<file path="src/rtl/usr_pkg.sv">
// Shared definitions for the universal shift register: operation encodings.
package usr_pkg;

  typedef enum logic [2:0] {
    MODE_HOLD  = 3'b000,
    MODE_LOAD  = 3'b001,
    MODE_SHL   = 3'b010,
    MODE_SHR   = 3'b011,
    MODE_ROL   = 3'b100,
    MODE_ROR   = 3'b101,
    MODE_CLEAR = 3'b110,
    MODE_SET   = 3'b111
  } mode_t;

endpackage

</file>
<file path="src/rtl/shift_counter.sv">
// Counts shift/rotate edges and pulses done for one cycle every WIDTH shifts.
module shift_counter #(
  parameter int WIDTH = 8
) (
  input  logic clk,
  input  logic rst,
  input  logic inc,
  input  logic clr,
  output logic done
);

  localparam int CW = $clog2(WIDTH + 1);

  logic [CW-1:0] cnt;

  always_ff @(posedge clk) begin
    if (rst) begin
      cnt  <= '0;
      done <= 1'b0;
    end else begin
      done <= 1'b0;
      if (clr) begin
        cnt <= '0;
      end else if (inc) begin
        // Reaching WIDTH wraps straight to zero; the wrap itself raises done.
        if (cnt == CW'(WIDTH - 1)) begin
          cnt  <= '0;
          done <= 1'b1;
        end else begin
          cnt <= cnt + 1'b1;
        end
      end
    end
  end

endmodule

</file>
<file path="src/rtl/universal_shift_register.sv">
// Universal shift register: hold/load/shift/rotate/clear/set with shift-complete pulse.
module universal_shift_register
  import usr_pkg::*;
#(
  parameter int             WIDTH       = 8,
  parameter logic [WIDTH-1:0] RESET_VALUE = '0
) (
  input  logic             clk,
  input  logic             rst,
  input  logic [2:0]       mode,
  input  logic [WIDTH-1:0] D,
  input  logic             sin,
  output logic [WIDTH-1:0] Q,
  output logic [WIDTH-1:0] nQ,
  output logic             sout,
  output logic             done
);

  mode_t op;
  logic  inc;
  logic  clr;

  assign op = mode_t'(mode);
  assign nQ = ~Q;

  always_comb begin
    sout = Q[0];
    inc  = 1'b0;
    clr  = 1'b0;
    case (op)
      MODE_SHL, MODE_ROL: begin
        sout = Q[WIDTH-1];
        inc  = 1'b1;
      end
      MODE_SHR, MODE_ROR:               inc = 1'b1;
      MODE_LOAD, MODE_CLEAR, MODE_SET:  clr = 1'b1;
      default: ;
    endcase
  end

  always_ff @(posedge clk) begin
    if (rst) begin
      Q <= RESET_VALUE;
    end else begin
      case (op)
        MODE_HOLD:  Q <= Q;
        MODE_LOAD:  Q <= D;
        MODE_SHL:   Q <= {Q[WIDTH-2:0], sin};
        MODE_SHR:   Q <= {sin, Q[WIDTH-1:1]};
        MODE_ROL:   Q <= {Q[WIDTH-2:0], Q[WIDTH-1]};
        MODE_ROR:   Q <= {Q[0], Q[WIDTH-1:1]};
        MODE_CLEAR: Q <= '0;
        MODE_SET:   Q <= '1;
        default:    Q <= Q;
      endcase
    end
  end

  shift_counter #(.WIDTH(WIDTH)) u_cnt (
    .clk  (clk),
    .rst  (rst),
    .inc  (inc),
    .clr  (clr),
    .done (done)
  );

endmodule

</file>
<file path="config.mk">
export PLATFORM = sky130hd
export DESIGN_NAME = universal_shift_register
export DESIGN_NICKNAME = d
export VERILOG_FILES = /design/src/rtl/usr_pkg.sv /design/src/rtl/shift_counter.sv /design/src/rtl/universal_shift_register.sv
export SDC_FILE = /design/constraint.sdc
export NUM_CORES = 1
export LEC_CHECK = 0
export ABC_AREA = 1
export CAP_MARGIN = 20
export CORE_MARGIN = 4
export CORE_UTILIZATION = 46
export CTS_CLUSTER_SIZE = 40
export DETAILED_ROUTE_END_ITERATION = 8
export GPL_ROUTABILITY_DRIVEN = 0
export GPL_TIMING_DRIVEN = 0
export MAX_ROUTING_LAYER = met4
export PLACE_DENSITY = 0.88
export SLEW_MARGIN = 10
export SYNTH_ARGS = -nofsm -noshare
export SYNTH_HDL_FRONTEND = slang
export SYNTH_HIERARCHICAL = 1
export SYNTH_SLANG_ARGS = --single-unit
</file>
<file path="constraint.sdc">
create_clock -name clk -period 1.75 [get_ports clk]
set_clock_uncertainty 0.1 [all_clocks]
set_input_delay 0.35 -clock clk [delete_from_list [all_inputs] [get_ports clk]]
set_output_delay 0.35 -clock clk [all_outputs]
set_load 0.01 [all_outputs]
</file>
# ---- Word-level counts from Yosys, hierarchy flattened
# Index checks and enable logic that the tools add are counted.
dict set report word_totals {
  inputBits 14
  word_cells 26
  reg_bits 13
  output_inout_bits 18
}
dict set report op_classes {
  muxes 6
  n_reduce_logical 6
  addsub 1
  n_eq_ne 8
  n_bitwise 2
}
# op n
set op_table {}
lappend op_table {{8-bit one-hot mux with 7 select lines} 1}
lappend op_table {{3-bit == test (second input constant)} 4}
lappend op_table {{8-bit inverter} 1}
lappend op_table {{3-bit by 2-bit == test with 1-bit output (second input constant)} 2}
lappend op_table {{3-bit OR reduction} 2}
lappend op_table {{4-bit by 1-bit adder with 4-bit output (second input constant)} 1}
lappend op_table {{4-bit by 3-bit == test with 1-bit output (second input constant)} 1}
lappend op_table {{1-bit two-way mux} 4}
lappend op_table {{4-bit two-way mux} 1}
lappend op_table {{2-bit OR reduction} 2}
lappend op_table {{4-bit OR reduction} 1}
lappend op_table {{3-bit by 1-bit == test with 1-bit output (second input constant)} 1}
lappend op_table {{3-bit zero test} 1}
lappend op_table {{1-bit inverter} 1}

# ---- Logic depth before layout (Yosys ltp)
dict set report logic_depth {
  depth_word 5
  depth_mapped 9
  mapped_depth_nobuf 8
}

# ---- By module
# The synthesis kept the hierarchy.
# module area_per_inst_um2 seq_area_each_um2 cells_per_inst n_inst
set by_module_without_submodules {}
lappend by_module_without_submodules {universal_shift_register 857.1 160.2 145 1}
lappend by_module_without_submodules {shift_counter 209.0 100.1 28 1}

# ---- Worst setup path before layout
# OpenSTA, ideal clock, no wires.
dict set report synth_timing {
  path_type {input -> output}
  from {in mode[2]}
  to {out sout}
  cell_stages 4
  arrival_time_ns 1.177
  required_ns 1.300
  path_slack_ns 0.123
  n_path_buf 1
  path_cell_list {buf_4 xor2_2 a21oi_1 a31oi_1}
}
dict set report synth_via {
  elab_chain_cells 3
  word_cells_on_any_way 4
  cone_classes {eq/ne (2); mux (1); reduce/logical (1)}
}
# item line_no
set synth_lines {}
lappend synth_lines {{start: declaration} universal_shift_register.sv:10} ;# input logic [2:0] mode,
lappend synth_lines {{3-bit == test or 3-bit by 2-bit == test with 1-bit output (tied branches)} universal_shift_register.sv:30} ;# case (op)
lappend synth_lines {{2-bit OR reduction (*)} universal_shift_register.sv:30}
lappend synth_lines {{1-bit two-way mux (*)} universal_shift_register.sv:30}
lappend synth_lines {{end: declaration} universal_shift_register.sv:15} ;# output logic sout,
# Mark *: on every way between the ends. The rest lies on a longest branch, timed or not.

# ---- Worst setup path after layout
dict set report layout_timing {
  from {reg Q[7]}
  to {out nQ[7]}
}
dict set report layout_via {
  elab_chain_cells 1
}
# item line_no
set layout_lines {}
lappend layout_lines {{start: declaration} universal_shift_register.sv:13} ;# output logic [WIDTH-1:0] Q,
lappend layout_lines {{start signal: assignment} universal_shift_register.sv:48} ;# MODE_SHL: Q <= {Q[WIDTH-2:0], sin};
lappend layout_lines {{start signal: assignment} universal_shift_register.sv:49} ;# MODE_SHR: Q <= {sin, Q[WIDTH-1:1]};
lappend layout_lines {{start signal: assignment} universal_shift_register.sv:50} ;# MODE_ROL: Q <= {Q[WIDTH-2:0], Q[WIDTH-1]};
lappend layout_lines {{8-bit inverter} universal_shift_register.sv:24} ;# assign nQ = ~Q;
lappend layout_lines {{end: declaration} universal_shift_register.sv:14} ;# output logic [WIDTH-1:0] nQ,
# Every way passes these cells.

==> results.toml <==
[synth]
synthAdderAreaFrac_pct = 1.17
synth-simple-area-share_pct = 47.9
syn-num-nets = 188
syn_area_per_cell_um2 = 6.16
synth_cell_types = 23
ys_warn_count = 6
synth_top_family_by_area = "simple AND/OR/NAND/NOR gates"
synth_compound_area_share_pct = 7.86
synth.yosys.seq_area_share_pct = 24.4
synthesis.area_um2 = 1070
synth_cells = 173
ys_seq_elements = 13
synthXorXnorAreaFrac_pct = 1.53
synthMuxAreaShare_pct = 0

[clock_tree]
clockBufferDepth = 2
numCtsBuffers = 3
clock_sinks = 13
hold_buffers = 0
cts_tree = "yes"
cts_root_buf = "clkbuf_4"
cts_max_level = 1
cts.clk_slew.worst_paths_ps = 80
clk_latency_ps = 290

[job]
maxCapViolCount = 0

[global_route]
antenna_found_initial = 0
grt_max_degree = 11
grt_overflow = 0
grt_pass1_wl_mm = 5.28
first_global_vias = 1230
grt_use_total_pct = 21.5

[pwr]
p_leak_nw = 0.740
ir_worst_vdd_mv = 0.490
finalPower_uw = 848
p_per_area_nw_per_um2 = 573

[routing]
drt_iter0_drc = 85
drt_drc_violations_left = 0
vias_per_cell = 5.38
antenna_left = 0
firstDrtPassIters = 5
vias = 1274
wl_per_cell_um = 13.5
drt_wl_total_mm = 3.20

[worst_setup_path]
critPathMaxFanout = 6
critPathCaptureType = "primary output"
critical_path.cell_chain = "inv_1 -> clkdlybuf4s50_1"
crit_slowest_cell = "clkdlybuf4s50_1"
cp_slowest_stage_delay_ps = 540
crit_buf_inv = 2
critPathKind = "reg -> out"
cp.required_ps = 1300
crit_arrival_ps = 1280
crit_path_start_kind = "flop"
crit_family = "buffers and inverters"

[sta]
fmax_ghz = 0.579
fin_crit_sh_pct = 98.6
timing.final.hold_violations = 0
post-route-min-period_ps = 1730
worst_pin_slew_ps = 363
slew_violations = 0
setup_viol = 0
setup_ws_ps = 24.3
tns_ps = 0
rsz0062_at_grt = "false"
relSlewSlack_pct = 75.8

[die]
row_count = 17
io_pins = 32
die_w_um = 56.1
dieArea_um2 = 3150
core_area_um2 = 2210
initial_core_util_pct = 48.2
die_h_um = 56.1

[final_layout]
final_common_cell = "nand2_1"
fin_nets = 225
diodes = 0
final_layout_size_suffix_gt1_share_pct = 15.8
stdcell_count = 237
fin_util_pct = 66.9
area_growth_pct = 38.7
layout_common_cells = "nand2_1 (43), inv_1 (29), nand3_1 (24), clkdlybuf4s50_1 (24), nand4_1 (16)"

[place]
pre_cts_ws_ps = -960
io_buffers = 30
placed_cells = 231
post-dp-hpwl_mm = 2.25

[min_path]
min_path_type = "reg -> reg"

[outcome]
outcome = "completed"
-- metrics by stage --
stage / hold slack (ps) / instance area (um2)
floorplan: 329 / 1070
global placement: 355 / 1400
detailed placement: 393 / 1400
CTS: 404 / 1470
global route: 444 / 1480
finish: 395 / 1480
-- worst paths after layout --
path / startpoint / cells past startpoint / slack [ps] / to
hold / removal: u_cnt/cnt[3]$_SDFFE_PP0P_ / 2 / 400 / u_cnt/cnt[3]$_SDFFE_PP0P_
hold reg to reg: u_cnt/cnt[3]$_SDFFE_PP0P_ / 2 / 400 / u_cnt/cnt[3]$_SDFFE_PP0P_
setup reg to reg: u_cnt/cnt[1]$_SDFFE_PP0P_ / 3 / 670 / u_cnt/done$_SDFF_PP0_
setup / recovery: Q[7]$_SDFFE_PP0P_ / 2 / 20 / nQ[7]
-- kinds of logic (layout without fill, tap and decap cells) --
family,Yosys count,in the layout
compound gates,15,15
buf+inv,38,74
fa+ha+maj,1,1
xor+xnor,1,1
flops,13,13
simple gates,105,105
-- what timing repair did --
action | CTS | global route
pin swaps | 2 | 0
gates resized for setup | 21 | 4
gates cloned | 0 | 0
setup endpoints to repair | 18 | 4
setup buffers | 2 | 0
-- sequential cells by signal, summed over array words and instances (netlist names) --
name        count
u_cnt/cnt       4
u_cnt/done      1
Q               8
-- Yosys cell counts --
library cell	instances	area (um2)
or2_0	1	6.26
inv_4	1	6.26
nor2_2	1	6.26
nand3_1	24	120
nand2_1	43	161
nand4_1	16	100
ha_1	1	12.5
dfxtp_1	13	260
o21ai_0	8	40.0
a31oi_1	1	6.26
nor2_4	1	11.3
inv_1	29	109
xor2_2	1	16.3
nor3_1	1	5.00
o21ai_2	2	17.5
nor2_8	1	20.0
buf_6	4	45.0
buf_4	2	15.0
nand3_4	1	17.5
inv_2	2	7.51
nor2_1	15	56.3
nand2_2	1	6.26
a21oi_1	4	20.0
-- routing by layer --
| metal | GRT usage [%] | wire length (um) | vias to the layer above | part of all wire [%] |
|---|---|---|---|---|
| met5 | - | 0 | - | 0 |
| met4 | 10.8 | 111 | 0 | 3.5 |
| met3 | 3.48 | 224 | 17 | 7.0 |
| met2 | 39.1 | 1610 | 68 | 50 |
| met1 | 22.0 | 1260 | 559 | 39 |
| li1 | - | - | 630 | - |
-- tightest hold or removal path, stage by stage (launching register included) --
cell and delay [ps]:
dfxtp_1 320, o21ai_0 80, a21oi_1 60
-- layout make-up --
type | instances | area, um2
Fill cell | 196 | 733
Multi-Input combinational cell | 122 | 634
Timing Repair Buffer | 32 | 324
Sequential cell | 13 | 273
Inverter | 32 | 123
Buffer | 6 | 63.8
Tap cell | 28 | 35.0
Clock buffer | 4 | 26.3
-- power breakdown --
part	internal, mW	switching [mW]	total [mW]	leakage, nW
Sequential	0.319	0.0353	0.354	0.110
Clock	0.0887	0.114	0.203	0.0150
Combinational	0.141	0.150	0.291	0.615
Total	0.549	0.299	0.848	0.740
Note: power is estimated with default switching activity, not from simulation.
